<file path="src/rtl/wb_stage_pkg.sv">
// rtl/wb_stage_pkg.sv - shared bus layouts, field offsets and FSM states for wb_stage
// Lane buses and forward buses are described as packed structs so both views stay in sync.
package wb_stage_pkg;

  localparam int ES_TO_WS_BUS_WD = 117;
  localparam int FORWAED_BUS_WD  = 86;

  localparam int FWD_VALID        = 85;
  localparam int FWD_CSR_WEN      = 84;
  localparam int FWD_CSR_ADDR_MSB = 83;
  localparam int FWD_CSR_ADDR_LSB = 70;
  localparam int FWD_CSR_DATA_MSB = 69;
  localparam int FWD_CSR_DATA_LSB = 38;
  localparam int FWD_GR_WE        = 37;
  localparam int FWD_DEST_MSB     = 36;
  localparam int FWD_DEST_LSB     = 32;

  typedef enum logic {
    S_IDLE      = 1'b0,
    S_CSR_SPLIT = 1'b1
  } ws_state_t;

  // Field order matches the EXM bus, MSB first.
  typedef struct packed {
    logic        csr_wen;
    logic [13:0] csr_addr;
    logic [31:0] csr_wdata;
    logic        gr_we;
    logic [4:0]  dest;
    logic [31:0] result;
    logic [31:0] pc;
  } es_bus_t;

  typedef struct packed {
    logic        valid;
    logic        csr_wen;
    logic [13:0] csr_addr;
    logic [31:0] csr_wdata;
    logic        gr_we;
    logic [4:0]  dest;
    logic [31:0] result;
  } fwd_bus_t;

  function automatic logic [FORWAED_BUS_WD-1:0] pack_fwd(input logic valid, input es_bus_t b);
    fwd_bus_t f;
    f.valid     = valid;
    f.csr_wen   = b.csr_wen;
    f.csr_addr  = b.csr_addr;
    f.csr_wdata = b.csr_wdata;
    f.gr_we     = b.gr_we;
    f.dest      = b.dest;
    f.result    = b.result;
    return f;
  endfunction

endpackage

</file>
<file path="src/rtl/wb_lane_unpack.sv">
// rtl/wb_lane_unpack.sv - splits one EXM lane bus, derives commit, packs the forward bus
module wb_lane_unpack
  import wb_stage_pkg::*;
(
  input  logic [1:0]                 valid,
  input  logic [ES_TO_WS_BUS_WD-1:0] bus,
  output logic                       commit,
  output es_bus_t                    fields,
  output logic [FORWAED_BUS_WD-1:0]  fwd
);

  assign fields = es_bus_t'(bus);
  // An instruction retires only once both halves of its pair have completed.
  assign commit = valid[0] & valid[1];
  assign fwd    = pack_fwd(commit, fields);

endmodule

</file>
<file path="src/rtl/wb_stage.sv">
// rtl/wb_stage.sv - dual-lane write-back stage with serialised dual CSR writes
// Optional trace outputs are enabled by defining WB_TRACE_EN.
module wb_stage
  import wb_stage_pkg::*;
#(
  parameter int INSTRET_W = 64
) (
  input  logic                       clk,
  input  logic                       reset,
  output logic                       ws_ready,
  input  logic [1:0]                 es0_to_ws_valid,
  input  logic [ES_TO_WS_BUS_WD-1:0] es0_to_ws_bus,
  input  logic [1:0]                 es1_to_ws_valid,
  input  logic [ES_TO_WS_BUS_WD-1:0] es1_to_ws_bus,
  output logic                       rf_we0,
  output logic [4:0]                 rf_waddr0,
  output logic [31:0]                rf_wdata0,
  output logic                       rf_we1,
  output logic [4:0]                 rf_waddr1,
  output logic [31:0]                rf_wdata1,
  output logic                       csr_we,
  output logic [13:0]                csr_waddr,
  output logic [31:0]                csr_wdata,
  output logic [FORWAED_BUS_WD-1:0]  forward_data1,
  output logic [FORWAED_BUS_WD-1:0]  forward_data2,
`ifdef WB_TRACE_EN
  output logic [31:0]                debug0_pc,
  output logic [3:0]                 debug0_rf_we,
  output logic [4:0]                 debug0_wnum,
  output logic [31:0]                debug0_wdata,
  output logic [31:0]                debug1_pc,
  output logic [3:0]                 debug1_rf_we,
  output logic [4:0]                 debug1_wnum,
  output logic [31:0]                debug1_wdata,
`endif
  output logic [INSTRET_W-1:0]       instret
);

  es_bus_t   l0, l1;
  logic      commit0, commit1;
  ws_state_t state, next_state;

  logic      split_req;
  logic      gpr_en;
  logic      csr_we_c;
  logic      csr_sel1;
  logic      we0_raw, we1_raw;
  logic [1:0] retire_cnt;

  wb_lane_unpack u_lane0 (
    .valid  (es0_to_ws_valid),
    .bus    (es0_to_ws_bus),
    .commit (commit0),
    .fields (l0),
    .fwd    (forward_data1)
  );

  wb_lane_unpack u_lane1 (
    .valid  (es1_to_ws_valid),
    .bus    (es1_to_ws_bus),
    .commit (commit1),
    .fields (l1),
    .fwd    (forward_data2)
  );

  assign split_req = commit0 & commit1 & l0.csr_wen & l1.csr_wen;

  // Lane 1 is younger, so it owns a same-destination conflict.
  assign we1_raw = commit1 & l1.gr_we & (l1.dest != 5'd0);
  assign we0_raw = commit0 & l0.gr_we & (l0.dest != 5'd0) &
                   !(commit1 & l1.gr_we & (l1.dest == l0.dest));

  always_ff @(posedge clk or posedge reset) begin
    if (reset) state <= S_IDLE;
    else       state <= next_state;
  end

  always_comb begin
    next_state = state;
    ws_ready   = 1'b1;
    gpr_en     = 1'b0;
    csr_we_c   = 1'b0;
    csr_sel1   = 1'b0;
    case (state)
      S_IDLE: begin
        gpr_en = 1'b1;
        if (split_req) begin
          ws_ready   = 1'b0;
          next_state = S_CSR_SPLIT;
          csr_we_c   = 1'b1;
          csr_sel1   = 1'b0;
        end else begin
          csr_we_c = (commit0 & l0.csr_wen) | (commit1 & l1.csr_wen);
          csr_sel1 = !(commit0 & l0.csr_wen);
        end
      end
      S_CSR_SPLIT: begin
        // EXM holds the pair while ws_ready was low; only lane 1's CSR write remains.
        next_state = S_IDLE;
        csr_we_c   = commit1 & l1.csr_wen;
        csr_sel1   = 1'b1;
      end
      default: next_state = S_IDLE;
    endcase
  end

  assign rf_we0    = !reset & gpr_en & we0_raw;
  assign rf_waddr0 = reset ? 5'd0  : l0.dest;
  assign rf_wdata0 = reset ? 32'd0 : l0.result;
  assign rf_we1    = !reset & gpr_en & we1_raw;
  assign rf_waddr1 = reset ? 5'd0  : l1.dest;
  assign rf_wdata1 = reset ? 32'd0 : l1.result;

  assign csr_we    = !reset & csr_we_c;
  assign csr_waddr = reset ? 14'd0 : (csr_sel1 ? l1.csr_addr  : l0.csr_addr);
  assign csr_wdata = reset ? 32'd0 : (csr_sel1 ? l1.csr_wdata : l0.csr_wdata);

  assign retire_cnt = {1'b0, commit0} + {1'b0, commit1};

  // A split pair is counted only when it finally leaves the stage.
  always_ff @(posedge clk or posedge reset) begin
    if (reset)         instret <= '0;
    else if (ws_ready) instret <= instret + {{(INSTRET_W-2){1'b0}}, retire_cnt};
  end

`ifdef WB_TRACE_EN
  always_ff @(posedge clk or posedge reset) begin
    if (reset) begin
      debug0_pc    <= 32'd0;
      debug0_rf_we <= 4'd0;
      debug0_wnum  <= 5'd0;
      debug0_wdata <= 32'd0;
      debug1_pc    <= 32'd0;
      debug1_rf_we <= 4'd0;
      debug1_wnum  <= 5'd0;
      debug1_wdata <= 32'd0;
    end else begin
      debug0_pc    <= l0.pc;
      debug0_rf_we <= {4{rf_we0}};
      debug0_wnum  <= rf_waddr0;
      debug0_wdata <= rf_wdata0;
      debug1_pc    <= l1.pc;
      debug1_rf_we <= {4{rf_we1}};
      debug1_wnum  <= rf_waddr1;
      debug1_wdata <= rf_wdata1;
    end
  end
`else
  logic unused_pc;
  assign unused_pc = ^{l0.pc, l1.pc};
`endif

endmodule

</file>
<file path="config.mk">
export PLATFORM = sky130hd
export DESIGN_NAME = wb_stage
export DESIGN_NICKNAME = d
export VERILOG_FILES = /design/src/rtl/wb_stage_pkg.sv /design/src/rtl/wb_lane_unpack.sv /design/src/rtl/wb_stage.sv
export SDC_FILE = /design/constraint.sdc
export NUM_CORES = 1
export LEC_CHECK = 0
export BUFFER_PORTS_ARGS = -buffer_cell sky130_fd_sc_hd__buf_2
export CAP_MARGIN = 20
export CORE_AREA = 2 2 231 233
export DETAILED_ROUTE_END_ITERATION = 6
export DIE_AREA = 0 0 233 235
export GPL_TIMING_DRIVEN = 1
export SYNTH_ARGS = -nofsm -noshare
export SYNTH_HDL_FRONTEND = slang
export SYNTH_SLANG_ARGS = --single-unit
</file>
<file path="constraint.sdc">
create_clock -name clk -period 2.8 [get_ports clk]
set_clock_uncertainty 0.05 [all_clocks]
set_input_delay 0 -clock clk [delete_from_list [all_inputs] [get_ports clk]]
set_output_delay 0 -clock clk [all_outputs]
set_load 0.02 [all_outputs]
</file>
==> flow_summary.yaml, run 1 <==
outcome:
  status: "finished clean"
clock_network:
  cts_htree_levels: 3
  worst_skew_pair.late_latency_ns: 0.33
  tritoncts: "done"
  cts_setup_buffers: 0
  num_cts_buffers: 9
  cts_repair_resize_count: 0
  clockBufferDepth: 2
  clock-root-buffer: "sky130_fd_sc_hd__clkbuf_16"
  clk_pin_slew_ns: 0.05
  clock-sinks: 65
yosys:
  seq_area_frac_synth_pct: 28.6
  synth_top_flop_cell: "sky130_fd_sc_hd__dfrtp_1"
  post_synth_main_area_contributors: "sky130_fd_sc_hd__dfrtp_1 29%, sky130_fd_sc_hd__buf_4 23%, sky130_fd_sc_hd__nor2b_1 8.2%"
  number_of_enable_type_register_cells_in_the_synthesized_netlist: 0
  synth_top_area_share_pct: 28.6
  synth_area_sq_mm: 0.00569
  synthesis.instances: 710
  synth_top_cell_by_area: "sky130_fd_sc_hd__dfrtp_1"
  asyncSetResetFlopFracSynth_pct: 100
  yosysWarningCount: 0
  synth_cell_types: 42
  ffs_latches_synth: 65
  most_frequent_cell_after_synthesis: "sky130_fd_sc_hd__buf_4"
  synth_common_cells: "172 x sky130_fd_sc_hd__buf_4, 123 x sky130_fd_sc_hd__nand2_1, 75 x sky130_fd_sc_hd__nor2b_1, 65 x sky130_fd_sc_hd__dfrtp_1, 48 x sky130_fd_sc_hd__a21oi_1"
  post_synth.cell_area_avg_sq_um: 8.01
  synthesis.nets: 952
worst_setup_path:
  timing_worst_setup_path_type: "reg -> out"
  crit_required_ns: 2.75
  critPathMaxStageDelay_ns: 0.49
  critPathSlowestCell: "sky130_fd_sc_hd__and4b_2"
  critical_path_peak_fanout: 46
  cp_cell_sequence: "and4b_2 > buf_4 > nand2_1 > a21oi_1 > buf_2"
  cp.arrival_ns: 2.37
  category_of_the_worst_setup_path_launch_point: "flop"
  timing.critical_path.to_type: "output port"
pwr:
  pwr-share-seq_pct: 31.7
  leakagePower_nw: 4.52
  comb_power_share_pct: 36.4
  power.switching_mw: 1.31
  netSwitchingFraction_pct: 39.5
  vdd_ir_drop_max_mv: 0.262
  report.power.total_mw: 3.31
  power.clock.fraction_pct: 31.9
  cellInternalPower_mw: 2.01
  power.density_cell_area_mw_per_mm2: 403
floorplan:
  fp.dieH_microns: 235
  boundaryPins: 600
  floorplan.initialDensity_pct: 10.9
  fp.dieArea_sq_mm: 0.0548
  floorplan.die.width_microns: 233
  number_of_placement_rows: 84
  core_sq_mm: 0.0522
route:
  antenna_violating_nets_left: 0
  drt-total-wl_microns: 31700
  remaining_drc_errors: 0
  first_iter_violations: 394
  post_drt_via_cell_ratio: 3.45
  detail_route.wl_per_cell_microns: 18.0
  drt-pass1-iter-count: 5
  vias: 6091
sta:
  hold_viol_final: 0
  final.period_utilization_pct: 86.5
  worst_slew_margin_rel_pct: 52.8
  rsz0062_at_grt: "false"
  timing.setup.tns_ns: 0
  postLayoutSetupSlackWorst_ns: 0.379
  setup_viol_count_final: 0
  fmaxAchievable_mhz: 413
  min_period_ns: 2.42
  drv_slew: 0
  tightest_slew_ns: 0.707
grt:
  first_global_vias: 5472
  grtUsageMet2_pct: 18.2
  use_met3_pct: 4.03
  global_route_wire_length_before_repair_microns: 41900
  groute.usage.overall_pct: 10.8
  gr-max-usage-layer: "met2"
  pin_count_of_the_biggest_net_entering_global_routing: 90
  grt.met1_usage_pct: 12.6
  grt_overflow_total: 0
  number_of_antenna_violations_at_the_first_check_in_global_routing: 9
finish:
  layout.nets: 1311
  area_growth_syn_to_layout_pct: 44.6
  drive_above_1_share_pct: 53.7
worst_hold_path:
  hold_path_class: "in -> out"
placement:
  place_congestion: 0.834
  post-place-ws_ns: 0.537
  dp_hpwl_microns: 28000
  placement.io_buffers: 535
job:
  drv_cap: 0
==> through the flow <==
| step | hold slack, ns | cell area [sq um] | utilization (%) | cells |
|---|---|---|---|---|
| global route | 0.187 | 8220 | 15.7 | 1764 |
| detailed placement | 0.180 | 7930 | 15.2 | 1745 |
| floorplan | 0.0626 | 5690 | - | 710 |
| global placement | 0.177 | 7930 | 15.2 | 1745 |
| CTS | 0.180 | 8220 | 15.7 | 1762 |
| finish | 0.177 | 8230 | 15.8 | 1766 |
==> cells by family after synthesis <==
logic type,synth area share [%]
compound gates,4.97
xor+xnor,10.4
fa+ha+maj,0.572
buf+inv,24.8
flops,28.6
simple gates,30.6
==> power groups by stage <==
stage	logic (mW)	clock network [mW]	registers, mW
detailed placement	1.21	0	1.07
floorplan	0.721	0	1.11
finish	1.21	1.06	1.05
global route	1.28	1.13	1.06
global placement	1.22	0	1.07
CTS	1.22	1.08	1.05
==> routing by layer <==
metal  part of all wire (%)  wire, microns
met1                     39          12400
met2                     48          15100
met3                     11           3330
met4                    2.8            902
met5                  0.041             13
==> layout by cell type, fill, tap and decap left out, types with 2 or more instances in the layout <==
cell | Yosys | layout
sky130_fd_sc_hd__nor2_1 | 16 | 16
sky130_fd_sc_hd__and2_1 | 4 | 4
sky130_fd_sc_hd__nor2b_1 | 75 | 75
sky130_fd_sc_hd__diode_2 | 0 | 4
sky130_fd_sc_hd__nor3_1 | 11 | 11
sky130_fd_sc_hd__nor4_4 | 2 | 2
sky130_fd_sc_hd__or4_1 | 3 | 3
sky130_fd_sc_hd__and4_1 | 9 | 9
sky130_fd_sc_hd__nand3_1 | 22 | 22
sky130_fd_sc_hd__clkbuf_16 | 0 | 9
sky130_fd_sc_hd__buf_4 | 172 | 10
sky130_fd_sc_hd__nor4_1 | 7 | 7
sky130_fd_sc_hd__xnor2_1 | 36 | 36
sky130_fd_sc_hd__buf_2 | 2 | 534
sky130_fd_sc_hd__inv_1 | 5 | 4
sky130_fd_sc_hd__or3_1 | 2 | 2
sky130_fd_sc_hd__a21oi_1 | 48 | 48
sky130_fd_sc_hd__xor2_1 | 30 | 30
sky130_fd_sc_hd__nand2_1 | 123 | 123
sky130_fd_sc_hd__nand4_1 | 18 | 18
sky130_fd_sc_hd__and3_1 | 13 | 13
sky130_fd_sc_hd__inv_6 | 0 | 2
sky130_fd_sc_hd__nand4_2 | 3 | 3
sky130_fd_sc_hd__dfrtp_1 | 65 | 65
sky130_fd_sc_hd__and4_2 | 2 | 2
==> path summary, 6_finish.rpt <==
kind                              startpoint                to  slack (ns)  cells past startpoint
max                                    state     csr_wdata[10]        0.38                      5
min                        es0_to_ws_bus[40]  forward_data1[8]        0.18                      2
max reg2reg                      instret[37]       instret[56]        0.59                      5
min reg2reg                      instret[63]       instret[63]        0.42                      1
max in group asynchronous              reset       instret[19]        1.48                      4
min in group asynchronous              reset             state        0.52                      3
==> critical path: cells and delay by family (launching register included) <==
kind,cells,cell delay (ns)
buffers and inverters,2,0.68
and+or+nand+nor,2,0.60
DFF,1,0.47
AOI/OAI and AO/OA,1,0.25
==> what timing repair did <==
action,4_1_cts,5_1_grt
setup endpoints to repair,0,0
hold buffers,1,0
hold endpoints to repair,31,0
==> flip-flops by register name, indices dropped and copies added, names as in the netlist <==
name     count
instret     64
state        1
==> area by class of cell <==
cell class                      instances  area, sq um
Antenna cell                            4         10.0
Clock buffer                           11          243
Clock inverter                          5         38.8
Fill cell                            5967        44000
Inverter                                5         18.8
Multi-Input combinational cell        442         2650
Sequential cell                        65         1630
Tap cell                              688          861
Timing Repair Buffer                  546         2780
No activity file was read; power rests on OpenSTA's default activity.
==> run 2, diff against run 1 <==
==> constraint.sdc (replaced) <==
create_clock -name clk -period 2.8 [get_ports clk]
set_clock_uncertainty 0.05 [all_clocks]
set_input_delay 0.14 -clock clk [delete_from_list [all_inputs] [get_ports clk]]
set_output_delay 0.14 -clock clk [all_outputs]
set_load 0.005 [all_outputs]
==> run 2 against run 1 <==
Net effect:
- clock-buffer cell count is 1 lower
- maximum frequency shrank 3.5%
- critical path depth unchanged
- worst hold slack lost 0.027 ns
- combinational power fell by 27%
- die area is the same
- clock power hardly changed
- total power fell by 10%
- global-route usage fell by 0.097 points
- worst setup slack got worse by 0.087 ns
- largest cell class unchanged
- largest power group is now sequential cells
==> flow_summary.yaml, run 2 (synthesized netlist as in run 1, its figures left out) <==
outcome:
  status: "finished clean"
finish:
  ff_latch_area_sq_mm: 0.00163
  multi_input_area_sq_mm: 0.00265
  layout_commonest_cell: "sky130_fd_sc_hd__buf_2"
  drive_above_1_share_pct: 53.9
  most_frequent_cells_in_the_layout: "534 x sky130_fd_sc_hd__buf_2, 123 x sky130_fd_sc_hd__nand2_1, 75 x sky130_fd_sc_hd__nor2b_1, 65 x sky130_fd_sc_hd__dfrtp_1, 48 x sky130_fd_sc_hd__a21oi_1"
  registers.top_by_ff_count: "instret"
  largest_reg_flops: 64
  layout.nets: 1310
  final-instance-count-excl-fill: 1767
  area_growth_syn_to_layout_pct: 45.0
  reg.largest.list: "instret: 64 flops, state: 1 flops"
  number_of_fillers_in_the_final_layout: 5930
worst_setup_path:
  critical_path_peak_fanout: 46
  crit_required_ns: 2.61
  worst_setup_path_endpoint: "csr_wdata[23]"
  category_of_the_worst_setup_path_launch_point: "flop"
  setup_slack_on_the_worst_flop_to_flop_path_ns: 0.59
  crit-reg2reg-capture: "instret[41]"
  r2r_cells: 5
  reg2reg_from: "instret[8]"
  cp.arrival_ns: 2.32
  setup.worst_path.start: "state"
  timing_worst_setup_path_type: "reg -> out"
  timing.critical_path.to_type: "output port"
job:
  drv_cap: 0
grt:
  groute.usage.overall_pct: 10.7
  first_global_vias: 5462
  number_of_antenna_violations_at_the_first_check_in_global_routing: 7
  grt_overflow_total: 0
  global_route_wire_length_before_repair_microns: 41600
  pin_count_of_the_biggest_net_entering_global_routing: 73
pwr:
  pwr-share-seq_pct: 35.3
  vdd_ir_drop_max_mv: 0.286
  leakagePower_nw: 4.53
  power.switching_mw: 0.986
  cellInternalPower_mw: 2.00
  power.density_cell_area_mw_per_mm2: 361
  netSwitchingFraction_pct: 33.1
  power.clock.fraction_pct: 35.1
  comb_power_share_pct: 29.6
placement:
  placedCellCount: 1745
  dp_hpwl_microns: 27900
  placement.io_buffers: 535
  place_congestion: 0.847
sta:
  rsz0062_at_grt: "false"
  min_period_ns: 2.51
  worst_slew_margin_rel_pct: 56.8
  tightest_slew_ns: 0.646
  timing.setup.tns_ns: 0
  whs_ns: 0.150
  hold_viol_final: 0
  setup_viol_count_final: 0
  fmaxAchievable_mhz: 399
  drv_slew: 0
  final.period_utilization_pct: 89.6
floorplan:
  core_sq_mm: 0.0522
  fp.dieH_microns: 235
  boundaryPins: 600
  number_of_placement_rows: 84
  floorplan.die.width_microns: 233
  floorplan.initialDensity_pct: 10.9
  fp.dieArea_sq_mm: 0.0548
worst_hold_path:
  hold_path_class: "in -> async"
clock_network:
  cts_hold_buffers: 0
  cts_repair_resize_count: 0
  clockBufferDepth: 2
  clock-root-buffer: "sky130_fd_sc_hd__clkbuf_16"
  clock-sinks: 65
  cts_setup_buffers: 0
  cts_htree_levels: 3
  tritoncts: "done"
  num_cts_buffers: 9
  worst_skew_pair.late_latency_ns: 0.32
  clk_pin_slew_ns: 0.05
route:
  antenna_violating_nets_left: 0
  vias: 6169
  first_iter_violations: 440
  post_drt_via_cell_ratio: 3.49
  drt-pass1-iter-count: 5
  drt-total-wl_microns: 31700
  detail_route.wl_per_cell_microns: 17.9
  remaining_drc_errors: 0
## run 2: per-stage QoR
stage / power, mW / area [sq um] / setup WS (ns) / utilization (%)
floorplan: 1.51 / 5690 / 0.577 / -
finish: 2.98 / 8250 / 0.292 / 15.8
global route: 3.14 / 8240 / 0.187 / 15.8
CTS: 3.03 / 8230 / 0.289 / 15.8
global placement: 1.97 / 7950 / 0.353 / 15.2
detailed placement: 1.96 / 7950 / 0.324 / 15.2
## run 2: layer usage
layer | vias up | track usage [%] | wire length (microns)
li1 | 2890 | - | -
met1 | 2877 | 12.5 | 12200
met2 | 360 | 17.7 | 14900
met3 | 38 | 3.86 | 3390
met4 | 4 | 3.94 | 1190
met5 | - | 0 | 31
## run 2: power groups by stage
stage,Clock [mW],Sequential (mW),Combinational (mW)
finish,1.05,1.05,0.882
global route,1.11,1.06,0.962
CTS,1.08,1.05,0.899
floorplan,0,1.06,0.447
global placement,0,1.07,0.902
detailed placement,0,1.07,0.893
## run 2: final cells by class
| cell class | count | area share, % |
|---|---|---|
| Antenna cell | 6 | 0.182 |
| Clock buffer | 10 | 2.90 |
| Clock inverter | 6 | 0.516 |
| Inverter | 5 | 0.228 |
| Multi-Input combinational cell | 442 | 32.2 |
| Sequential cell | 65 | 19.7 |
| Tap cell | 688 | 10.4 |
| Timing Repair Buffer | 545 | 33.9 |
## run 2: critical path: stages (launching register included)
cell and delay (ns):
sky130_fd_sc_hd__dfrtp_1 0.47, sky130_fd_sc_hd__and4b_2 0.51, sky130_fd_sc_hd__buf_4 0.46, sky130_fd_sc_hd__nand2_1 0.10
sky130_fd_sc_hd__a21oi_1 0.23, sky130_fd_sc_hd__buf_2 0.16
## run 2: worst min path at each step
stage	depth (start not counted)	slack, ns	to	from
after CTS	2	0.16	state	reset
after global routing	2	0.20	state	reset
after floorplan	1	0.31	forward_data1[0]	es0_to_ws_bus[32]
after global placement	2	0.41	forward_data1[7]	es0_to_ws_bus[39]
after detailed placement	2	0.41	forward_data1[10]	es0_to_ws_bus[42]
final	2	0.15	instret[24]	reset
==> run 3, diff against run 2 <==
--- a/config.mk
+++ b/config.mk
@@ -10,7 +10,9 @@
 export CORE_AREA = 2 2 231 233
 export DETAILED_ROUTE_END_ITERATION = 6
 export DIE_AREA = 0 0 233 235
+export GPL_ROUTABILITY_DRIVEN = 0
 export GPL_TIMING_DRIVEN = 1
+export PLACE_DENSITY = 0.39
 export SYNTH_ARGS = -nofsm -noshare
 export SYNTH_HDL_FRONTEND = slang
 export SYNTH_SLANG_ARGS = --single-unit
==> run 3 against run 2 <==
Net effect:
- total power is 3.4% higher
- worst setup slack better by 0.020 ns
- final cell count is 0.11% higher
- critical path type unchanged
- largest power group is now the clock network
==> flow_summary.yaml, run 3 (synthesized netlist as in run 1, its figures left out) <==
sta:
  min_period_ns: 2.49
  final.period_utilization_pct: 88.8
  hold_viol_final: 0
  timing.setup.tns_ns: 0
  worst_slew_margin_rel_pct: 52.8
  fmaxAchievable_mhz: 402
  postLayoutSetupSlackWorst_ns: 0.312
  drv_slew: 0
  tightest_slew_ns: 0.701
  setup_viol_count_final: 0
  rsz0062_at_grt: "false"
grt:
  grt.met1_usage_pct: 13.1
  groute.usage.overall_pct: 11.5
  use_met3_pct: 6.31
  global_route_wire_length_before_repair_microns: 44600
  grt_overflow_total: 0
  pin_count_of_the_biggest_net_entering_global_routing: 67
  grtUsageMet2_pct: 18.0
  number_of_antenna_violations_at_the_first_check_in_global_routing: 6
  first_global_vias: 5926
  gr-max-usage-layer: "met2"
placement:
  placement.io_buffers: 535
  dp_hpwl_microns: 29200
  post-place-ws_ns: 0.376
worst_setup_path:
  timing.critical_path.to_type: "output port"
  setup_slack_on_the_worst_flop_to_flop_path_ns: 0.53
  r2r_cells: 5
  reg2reg_from: "instret[13]"
  crit-reg2reg-capture: "instret[45]"
  crit_required_ns: 2.61
  setup.worst_path.start: "state"
  timing_worst_setup_path_type: "reg -> out"
  critical_path_peak_fanout: 46
  worst_setup_path_endpoint: "csr_wdata[2]"
  cp.arrival_ns: 2.30
  category_of_the_worst_setup_path_launch_point: "flop"
finish:
  registers.top_by_ff_count: "instret"
  largest_reg_flops: 64
  ff_latch_area_sq_mm: 0.00163
  layout.nets: 1314
  area_growth_syn_to_layout_pct: 45.7
  reg.largest.list: "instret: 64 flops, state: 1 flops"
  number_of_fillers_in_the_final_layout: 5974
  most_frequent_cells_in_the_layout: "534 x sky130_fd_sc_hd__buf_2, 123 x sky130_fd_sc_hd__nand2_1, 75 x sky130_fd_sc_hd__nor2b_1, 65 x sky130_fd_sc_hd__dfrtp_1, 48 x sky130_fd_sc_hd__a21oi_1"
  layout_commonest_cell: "sky130_fd_sc_hd__buf_2"
  multi_input_area_sq_mm: 0.00265
  final_core_utilization_pct: 15.9
  drive_above_1_share_pct: 53.9
worst_hold_path:
  hold_path_class: "in -> async"
clock_network:
  cts_repair_resize_count: 0
  clockBufferDepth: 2
  clk_pin_slew_ns: 0.06
  num_cts_buffers: 9
  clock-root-buffer: "sky130_fd_sc_hd__clkbuf_16"
  cts_setup_buffers: 0
  cts_hold_buffers: 0
  tritoncts: "done"
  worst_skew_pair.late_latency_ns: 0.34
  cts_htree_levels: 3
  clock-sinks: 65
pwr:
  power.density_cell_area_mw_per_mm2: 372
  vdd_ir_drop_max_mv: 0.254
  leakagePower_nw: 4.54
route:
  first_iter_violations: 318
  vias: 6200
  detail_route.wl_per_cell_microns: 19.0
  antenna_violating_nets_left: 0
  post_drt_via_cell_ratio: 3.50
  drt-pass1-iter-count: 4
  remaining_drc_errors: 0
  drt-total-wl_microns: 33500
floorplan:
  number_of_placement_rows: 84
  fp.dieH_microns: 235
  fp.dieArea_sq_mm: 0.0548
  floorplan.die.width_microns: 233
  boundaryPins: 600
  core_sq_mm: 0.0522
  floorplan.initialDensity_pct: 10.9
outcome:
  status: "finished clean"
job:
  drv_cap: 0
[run 3: how the worst min path moves through the flow]
stage / start / to / slack [ns] / depth (start not counted)
2_1_floorplan: es0_to_ws_bus[32] / forward_data1[0] / 0.31 / 1
6_report: reset / state / 0.11 / 2
5_1_grt: reset / instret[0] / 0.18 / 2
3_3_place_gp: es0_to_ws_bus[40] / forward_data1[8] / 0.41 / 2
4_1_cts: reset / state / 0.14 / 2
3_5_place_dp: es0_to_ws_bus[56] / forward_data1[24] / 0.41 / 2
[run 3: layout make-up]
type	instances	area share, %
Clock buffer	10	2.76
Sequential cell	65	19.6
Timing Repair Buffer	549	34.0
Clock inverter	6	0.830
Multi-Input combinational cell	442	32.0
Inverter	5	0.226
Tap cell	688	10.4
Antenna cell	4	0.121
[run 3: per-layer routing]
| metal | wire length (microns) | up-vias |
|---|---|---|
| met2 | 15100 | 314 |
| met1 | 13000 | 2950 |
| met5 | 13 | - |
| li1 | - | 2896 |
| met4 | 1030 | 2 |
| met3 | 4430 | 38 |
[run 3: worst max-delay path, cell delays in order (launching register included)]
cell                      delay [ns]
sky130_fd_sc_hd__dfrtp_1        0.46
sky130_fd_sc_hd__and4b_2        0.45
sky130_fd_sc_hd__buf_4          0.47
sky130_fd_sc_hd__nand2_1        0.22
sky130_fd_sc_hd__a21oi_1        0.18
sky130_fd_sc_hd__buf_2          0.14
[run 3: power by group]
part | switching [mW] | internal [mW] | total (mW) | leakage [nW]
Combinational | 0.509 | 0.387 | 0.896 | 3.53
Clock | 0.446 | 0.691 | 1.14 | 0.131
Sequential | 0.0633 | 0.986 | 1.05 | 0.881
Total | 1.02 | 2.06 | 3.08 | 4.54
[run 3: metrics by stage]
step	hold WS (ns)	area, sq um	power, mW	instances
detailed placement	0.408	7980	1.98	1749
global placement	0.406	7980	1.99	1749
global route	0.176	8290	3.26	1769
CTS	0.138	8280	3.15	1765
finish	0.112	8290	3.08	1769
floorplan	0.311	5690	1.51	710
